`src/rtl/ysyx_22050710_ifu.sv`:
```
// Instruction fetch unit: holds the architectural PC, fetches one instruction at a time
// over a valid/ready memory interface, and hands {inst, pc} to decode.
// Optional build macro YSYX_22050710_IFU_MISALIGN_CHECK_EN traps misaligned next PCs.
module ysyx_22050710_ifu #(
  parameter logic [63:0] RESET_PC = 64'h8000_0000,
  parameter int          INST_W   = 32
) (
  input  logic              i_clk,
  input  logic              i_rst_n,
  input  logic [63:0]       i_nextpc,
  input  logic              i_nextpc_valid,
  output logic              o_imem_req_valid,
  output logic [63:0]       o_imem_addr,
  input  logic              i_imem_req_ready,
  input  logic              i_imem_rsp_valid,
  input  logic [INST_W-1:0] i_imem_rsp_data,
  input  logic              i_imem_rsp_err,
  output logic              o_imem_rsp_ready,
  output logic [INST_W-1:0] o_inst,
  output logic [63:0]       o_pc,
  output logic              o_inst_valid,
  input  logic              i_inst_ready,
  output logic              o_fetch_err,
  output logic [63:0]       o_fetch_cnt
);

  typedef enum logic [2:0] {
    S_IDLE,
    S_REQ,
    S_WAIT,
    S_VALID,
    S_EXEC,
    S_ERR
  } state_t;

  state_t      state;
  state_t      state_next;
  logic [63:0] pc;
  logic [63:0] pc_next;
  logic        rsp_accept;
  logic        inst_accept;

`ifndef YSYX_22050710_IFU_MISALIGN_CHECK_EN
  // Low PC bits are simply dropped when misalignment is not trapped.
  logic nextpc_unused;
  assign nextpc_unused = ^i_nextpc[1:0];
`endif

  assign rsp_accept  = (state == S_WAIT) && i_imem_rsp_valid;
  assign inst_accept = (state == S_VALID) && i_inst_ready;

  always_comb begin
    state_next = state;
    pc_next    = pc;
    case (state)
      S_IDLE:  state_next = S_REQ;
      S_REQ:   if (i_imem_req_ready) state_next = S_WAIT;
      S_WAIT: begin
        if (i_imem_rsp_valid) state_next = i_imem_rsp_err ? S_ERR : S_VALID;
      end
      S_VALID: if (i_inst_ready) state_next = S_EXEC;
      S_EXEC: begin
        if (i_nextpc_valid) begin
`ifdef YSYX_22050710_IFU_MISALIGN_CHECK_EN
          if (i_nextpc[1:0] != 2'b00) begin
            state_next = S_ERR;
          end else begin
            pc_next    = i_nextpc;
            state_next = S_REQ;
          end
`else
          pc_next    = {i_nextpc[63:2], 2'b00};
          state_next = S_REQ;
`endif
        end
      end
      S_ERR:   state_next = S_ERR;
      default: state_next = S_IDLE;
    endcase
  end

  always_ff @(posedge i_clk or negedge i_rst_n) begin
    if (!i_rst_n) begin
      state <= S_IDLE;
      pc    <= RESET_PC;
    end else begin
      state <= state_next;
      pc    <= pc_next;
    end
  end

  // Decode-side payload is captured only on a clean response and held until consumed.
  always_ff @(posedge i_clk or negedge i_rst_n) begin
    if (!i_rst_n) begin
      o_inst <= '0;
      o_pc   <= '0;
    end else if (rsp_accept && !i_imem_rsp_err) begin
      o_inst <= i_imem_rsp_data;
      o_pc   <= pc;
    end
  end

  always_ff @(posedge i_clk or negedge i_rst_n) begin
    if (!i_rst_n) begin
      o_fetch_cnt <= '0;
    end else if (inst_accept) begin
      o_fetch_cnt <= o_fetch_cnt + 64'd1;
    end
  end

  assign o_imem_addr      = pc;
  assign o_imem_req_valid = (state == S_REQ);
  assign o_imem_rsp_ready = (state == S_WAIT);
  assign o_inst_valid     = (state == S_VALID);
  assign o_fetch_err      = (state == S_ERR);

endmodule

```
`config.mk`:
```
export PLATFORM = sky130hd
export DESIGN_NAME = ysyx_22050710_ifu
export DESIGN_NICKNAME = d
export VERILOG_FILES = /design/src/rtl/ysyx_22050710_ifu.sv
export SDC_FILE = /design/constraint.sdc
export NUM_CORES = 1
export LEC_CHECK = 0
export CAP_MARGIN = 20
export CORE_MARGIN = 2
export CORE_UTILIZATION = 33
export CTS_BUF_LIST = sky130_fd_sc_hd__clkbuf_16
export DETAILED_ROUTE_END_ITERATION = 8
export GPL_TIMING_DRIVEN = 0
export HOLD_SLACK_MARGIN = 0.1
export PLACE_DENSITY = 0.7
export SETUP_SLACK_MARGIN = 0.05
export SLEW_MARGIN = 20
export SYNTH_ARGS = -nofsm -noshare
export SYNTH_HDL_FRONTEND = slang
export SYNTH_SLANG_ARGS = --single-unit
```
`constraint.sdc`:
```
create_clock -name i_clk -period 1.84 [get_ports i_clk]
set_clock_uncertainty 0.05 [all_clocks]
set_input_delay 0.276 -clock i_clk [delete_from_list [all_inputs] [get_ports i_clk]]
set_output_delay 0.276 -clock i_clk [all_outputs]
set_load 0.05 [all_outputs]
```
==> impl_metrics.toml, run 1 <==
[outcome]
outcome = "finished with violations"
violations = "negative setup slack"

[worst_setup_path]
cp_max_fo = 5
crit_type = "register to register"
worstPathRequired_ns = 2.19
worstPathArrival_ns = 2.32
cpPeakStageDelay_ns = 0.58
critical_path_buf_inv_count = 1
crit_path_cell_trace = "nand4_1 -> or4_4 -> buf_6 -> or3_4 -> xnor2_2"
critPathTopFamily = "simple AND/OR/NAND/NOR gates"
cpMaxStageDelayCell = "or4_4"
start_kind = "register"
worstSetupEndpointType = "register"

[yosys]
synthAdderAreaFrac_pct = 0.137
synth-seq-area-share_pct = 61.0
synthCells = 647
yosysWarnings = 0
synth_cell_types = 44
syn_avg_cell_area_um2 = 14.1
synth_simple_gate_area_share_pct = 10.7
synth_top_family_by_area = "multiplexers"
ys_async_sr_fraction_pct = 100
synth_edf_count = 0
syn_area_um2 = 9150
synth_xor_xnor_area_share_pct = 6.11
synth.mux.area_fraction_pct = 19.3
synth_flop_cell = "dfrtp_1"
synth-compound-area-share_pct = 0.602
ys_seq_elements = 223

[timing]
report.final.slew_viol_count = 0
rsz0062_at_grt = "yes"
layout_setup_ws_ns = -0.126
worst_pin_slew_ns = 0.695
holdWs_ns = 0.194
hold_viol_final = 0
relSlewSlack_pct = 53.5
post-route-min-period_ns = 1.97
setup_viol = 77
fmax_mhz = 509
finalCritPeriodShare_pct = 107

[clock_tree]
clk_pin_slew_worst_paths_ns = 0.06
numCtsBuffers = 26
worst_skew_pair.late_latency_ns = 0.53
cts_tree = "yes"
cts_buffer_depth = 3
cts-root-buf = "clkbuf_16"
cts_sinks = 223
cts_max_level = 1

[cells_and_area]
final_common_cell = "dfrtp_1"
final_util_pct = 56.2
n_fill_cell = 2243
multi_input_area_um2 = 3980
drive_gt1_share_pct = 49.3
area_delta_synth_final_pct = 66.6
nNetsFinal = 1181
layout_common_cells = "dfrtp_1 (168), mux2_2 (119), clkdlybuf4s50_1 (99)"
fin_area_um2 = 15200
register_area_um2 = 5650

[die]
fp.dieW_um = 171
ios = 331
core.rowCount = 60
core_area_um2 = 27100
die_h_um = 171
initial_utilization_pct = 33.8
die-area_um2 = 29100

[drt]
postRouteAntennaNets = 0
totalWireLength_mm = 27.0
drtIter0Drc = 351
post-route-drc-count = 0
dr.pass1.iters = 4
via_count = 6917
wl_per_cell_um = 18.3
avgViaCountPerCell = 4.71

[global_routing]
groute.usage.overall_pct = 18.6
antenna_found_initial = 2
grt_pass1_vias = 7609
grt_overflow = 0
grt_pass1_wl_mm = 42.1
grt_start_max_net_pins = 73

[placement]
place.port_buffers = 324
hpwl_mm = 18.3
gp_congestion = 0.769
placement.cell_area_um2 = 13200

[power_and_ir_drop]
irDropWorstVdd_mv = 1.34
power.total_w = 0.0250
p_seq_share_pct = 30.8
intPower_w = 0.0136
switching_share_pct = 45.6
p_sw_w = 0.0114
clkPwrFrac_pct = 19.0
p_leak_nw = 7.12
powerDensity_nw_per_um2 = 1640
combPwrFrac_pct = 50.2

[run]
drv_cap = 0

[min_path]
hold_class = "input port to async pin"
-- metal layers --
layer	routed length, um	GRT usage, %
met5	16	0
met4	791	5.39
met1	10100	21.2
met2	13600	32.4
met3	2500	7.06
-- metrics by stage --
| stage | TNS [ns] | setup WS [ns] | std cells |
|---|---|---|---|
| 2_1_floorplan | -1.23 | -0.181 | 650 |
| 3_3_place_gp | -2221.85 | -10.36 | 1346 |
| 3_5_place_dp | -67.84 | -0.669 | 1349 |
| 4_1_cts | -4.12 | -0.220 | 1458 |
| 5_1_grt | -14.05 | -0.296 | 1469 |
| 6_report | -5.22 | -0.126 | 1470 |
-- cells in the mapped netlist (all sizes together) (5+ instances only) --
cell | instances | share of area, %
mux2 | 156 | 19
nand2 | 28 | 1.1
and3 | 8 | 0.55
nor2 | 19 | 0.78
nor3 | 15 | 1.1
nand4 | 17 | 1.4
buf | 25 | 1.6
xor2 | 21 | 2.0
nand3 | 27 | 1.5
and2 | 7 | 0.48
dfrtp | 222 | 61
inv | 12 | 0.49
and4 | 5 | 0.51
nor4 | 15 | 1.8
xnor2 | 42 | 4.1
-- power by group through the flow --
stage,sequential [W],combinational [W],clock [W]
after floorplan,0.0135,0.00219,0
after global placement,0.00771,0.0125,0
after detailed placement,0.00778,0.0126,0
after CTS,0.00770,0.0126,0.00491
after global routing,0.00796,0.0131,0.00506
final,0.00770,0.0126,0.00476
-- state kept, by name (all words and copies together), names as in the netlist --
| name | count |
|---|---|
| o_fetch_cnt | 64 |
| o_imem_addr | 62 |
| o_inst | 32 |
| o_pc | 62 |
| state | 3 |
-- kinds of logic after synthesis --
group	count (synthesis)
simple gates	154
fa+ha+maj	1
compound gates	9
xor+xnor	63
buf+inv	39
other cells	1
flops	223
mux	157
-- what timing repair did --
action / in CTS / in global routing
gates cloned: 6 / 2
setup buffers: 56 / 12
resized for setup: 566 / 164
hold endpoints to repair: 222 / 0
pin swaps: 36 / 20
hold buffers: 1 / 0
setup endpoints to repair: 426 / 288
-- worst paths after layout --
path	startpoint	to	slack, ns	depth (start not counted)
setup / recovery	o_fetch_cnt[32]	o_fetch_cnt[56]	-0.13	5
hold / removal	i_rst_n	o_fetch_cnt[34]	0.19	2
setup reg to reg	o_fetch_cnt[32]	o_fetch_cnt[56]	-0.13	5
hold reg to reg	o_fetch_cnt[63]	o_fetch_cnt[63]	0.41	1
max in group asynchronous	i_rst_n	o_imem_addr[31]	0.82	3
min in group i_clk	i_nextpc[6]	o_imem_addr[6]	0.30	2
-- final cells by class --
| class | instances | share of cell area (%) |
|---|---|---|
| Clock buffer | 26 | 4.27 |
| Timing Repair Buffer | 400 | 25.9 |
| Tap cell | 372 | 3.05 |
| Antenna cell | 1 | 0.0164 |
| Sequential cell | 223 | 37.1 |
| Multi-Input combinational cell | 388 | 26.1 |
| Clock inverter | 22 | 0.928 |
| Inverter | 12 | 0.312 |
| Buffer | 26 | 2.29 |
No activity file was read; power rests on OpenSTA's default activity.
==> run 2, diff against run 1 <==
CTS_CLUSTER_SIZE = 8   (was not set)
==> impl_metrics.toml, run 2 (same netlist as run 1, synthesis figures left out) <==
[timing]
finalCritPeriodShare_pct = 108
setup_viol = 80
report.final.slew_viol_count = 0
layout_setup_ws_ns = -0.142
fmax_mhz = 504
worst_pin_slew_ns = 0.518
rsz0062_at_grt = "yes"
relSlewSlack_pct = 65.6
post-route-min-period_ns = 1.98
hold_viol_final = 0

[clock_tree]
cts-root-buf = "clkbuf_16"
numCtsBuffers = 31
cts_buffer_depth = 3
cts_tree = "yes"
cts_sinks = 223
clk_pin_slew_worst_paths_ns = 0.05
cts_max_level = 1
worst_skew_pair.late_latency_ns = 0.56

[global_routing]
groute.usage.overall_pct = 18.6
grt_start_max_net_pins = 73
grt_overflow = 0
grt_pass1_vias = 7559
antenna_found_initial = 2
grt_pass1_wl_mm = 42.2

[power_and_ir_drop]
irDropWorstVdd_mv = 1.25
powerDensity_nw_per_um2 = 1650
p_leak_nw = 7.11
power.total_w = 0.0254

[worst_setup_path]
r2r_end = "o_fetch_cnt[59]"
crit_type = "register to primary output"
r2r_setup_slack_ns = -0.13
start_kind = "register"
r2r_start = "state[2]"
rr_worst_depth = 8
cp_max_fo = 5
critPathMostFrequentCell = "buf_6"
cpPeakStageDelay_ns = 0.38
crit_path_cell_trace = "buf_6 -> nor2b_2 -> and2_1 -> buf_6"
worstSetupEndpointType = "primary output"
cpMaxStageDelayCell = "dfrtp_2"
worstPathRequired_ns = 1.51
worstPathArrival_ns = 1.66

[drt]
totalWireLength_mm = 27.2
via_count = 6894
postRouteAntennaNets = 0
wl_per_cell_um = 18.4
post-route-drc-count = 0
drtIter0Drc = 266
dr.pass1.iters = 4
avgViaCountPerCell = 4.67

[cells_and_area]
fin_area_um2 = 15400
multi_input_area_um2 = 4010
register_area_um2 = 5650
layout_common_cells = "dfrtp_1 (168), mux2_2 (114), clkdlybuf4s15_2 (104), clkdlybuf4s50_1 (99), dfrtp_2 (54)"
final_util_pct = 56.9
top_register = "o_fetch_cnt"
drive_gt1_share_pct = 53.3
final_cell_count_no_fill = 1475
final_common_cell = "dfrtp_1"
area_delta_synth_final_pct = 68.4
nNetsFinal = 1183
n_fill_cell = 2238
largest_reg_flops = 64

[die]
die-area_um2 = 29100
fp.dieW_um = 171
core.rowCount = 60
core_area_um2 = 27100
die_h_um = 171
ios = 331
initial_utilization_pct = 33.8

[outcome]
outcome = "finished with violations"
violations = "negative setup slack"

[placement]
gp_congestion = 0.769
placement.cell_area_um2 = 13200
hpwl_mm = 18.3
dp_cells = 1349
pre_cts_slack_ns = -0.669
place.port_buffers = 324

[run]
drv_cap = 0

[min_path]
hold_class = "input port to async pin"
[run 2: cell types whose count changed in the layout (fill, tap and decap cells not counted), sizes merged]
| cell | before | now |
|---|---|---|
| clkbuf | 81 | 85 |
| bufinv | 1 | 0 |
| clkinv | 10 | 0 |
| clkdlybuf4s15 | 108 | 151 |
| clkinvlp | 2 | 0 |
| buf | 109 | 108 |
| inv | 21 | 37 |
| dlygate4sd2 | 54 | 10 |
[run 2: critical path: cells and delay by family (launching register included)]
| family | cells | cell delay, ns |
|---|---|---|
| flops | 1 | 0.38 |
| simple gates | 2 | 0.43 |
| buf+inv | 2 | 0.29 |
[run 2: routing by layer]
layer | vias up | part of all wire (%) | track usage (%)
met3 | 49 | 9.9 | 7.38
li1 | 3142 | - | -
met5 | - | 0.059 | 0
met4 | 2 | 2.6 | 4.72
met1 | 3437 | 37 | 21.0
met2 | 264 | 50 | 32.7
[run 2: layout make-up]
type,instances,share of cell area (%)
clock inverter,25,0.715
multi-input combinational,388,26.0
sequential,223,36.7
timing repair buffer,396,26.0
clock buffer,31,5.03
antenna,1,0.0162
inverter,12,0.309
tap,372,3.02
buffer,27,2.18
[run 2: what timing repair did]
item                                    CTS  global route
setup buffers                            46            19
gates cloned                              7             0
resized for setup                       688           134
pin swaps                                39            19
hold buffers                              1             0
endpoints found under the setup margin  426           278
endpoints found under the hold margin   222             0
[run 2: where the power goes]
group          leakage (nW)  switching, W  internal, W
sequential             2.74       0.00110      0.00664
combinational          3.85       0.00826      0.00427
clock                 0.520       0.00211      0.00301
total                  7.11        0.0115       0.0139
[run 2: stage by stage]
| step | hold slack, ns | TNS [ns] |
|---|---|---|
| 6_report | 0.176 | -5.77 |
| 5_1_grt | 0.184 | -13.93 |
| 4_1_cts | 0.171 | -4.88 |
| 3_5_place_dp | 0.159 | -67.84 |
| 3_3_place_gp | 0.407 | -2221.85 |
| 2_1_floorplan | -0.0696 | -1.23 |
[run 2: how the worst max path moves through the flow]
stage	start	endpoint	slack, ns	depth (start not counted)
after floorplan	o_fetch_cnt[33]	o_fetch_cnt[60]	-0.18	5
after global placement	i_rst_n	o_fetch_cnt[53]	-10.36	1
after detailed placement	i_inst_ready	o_fetch_cnt[63]	-0.67	6
after CTS	state[2]	o_fetch_cnt[59]	-0.23	8
after global routing	state[2]	o_fetch_cnt[61]	-0.28	8
final	state[1]	o_imem_rsp_ready	-0.14	4
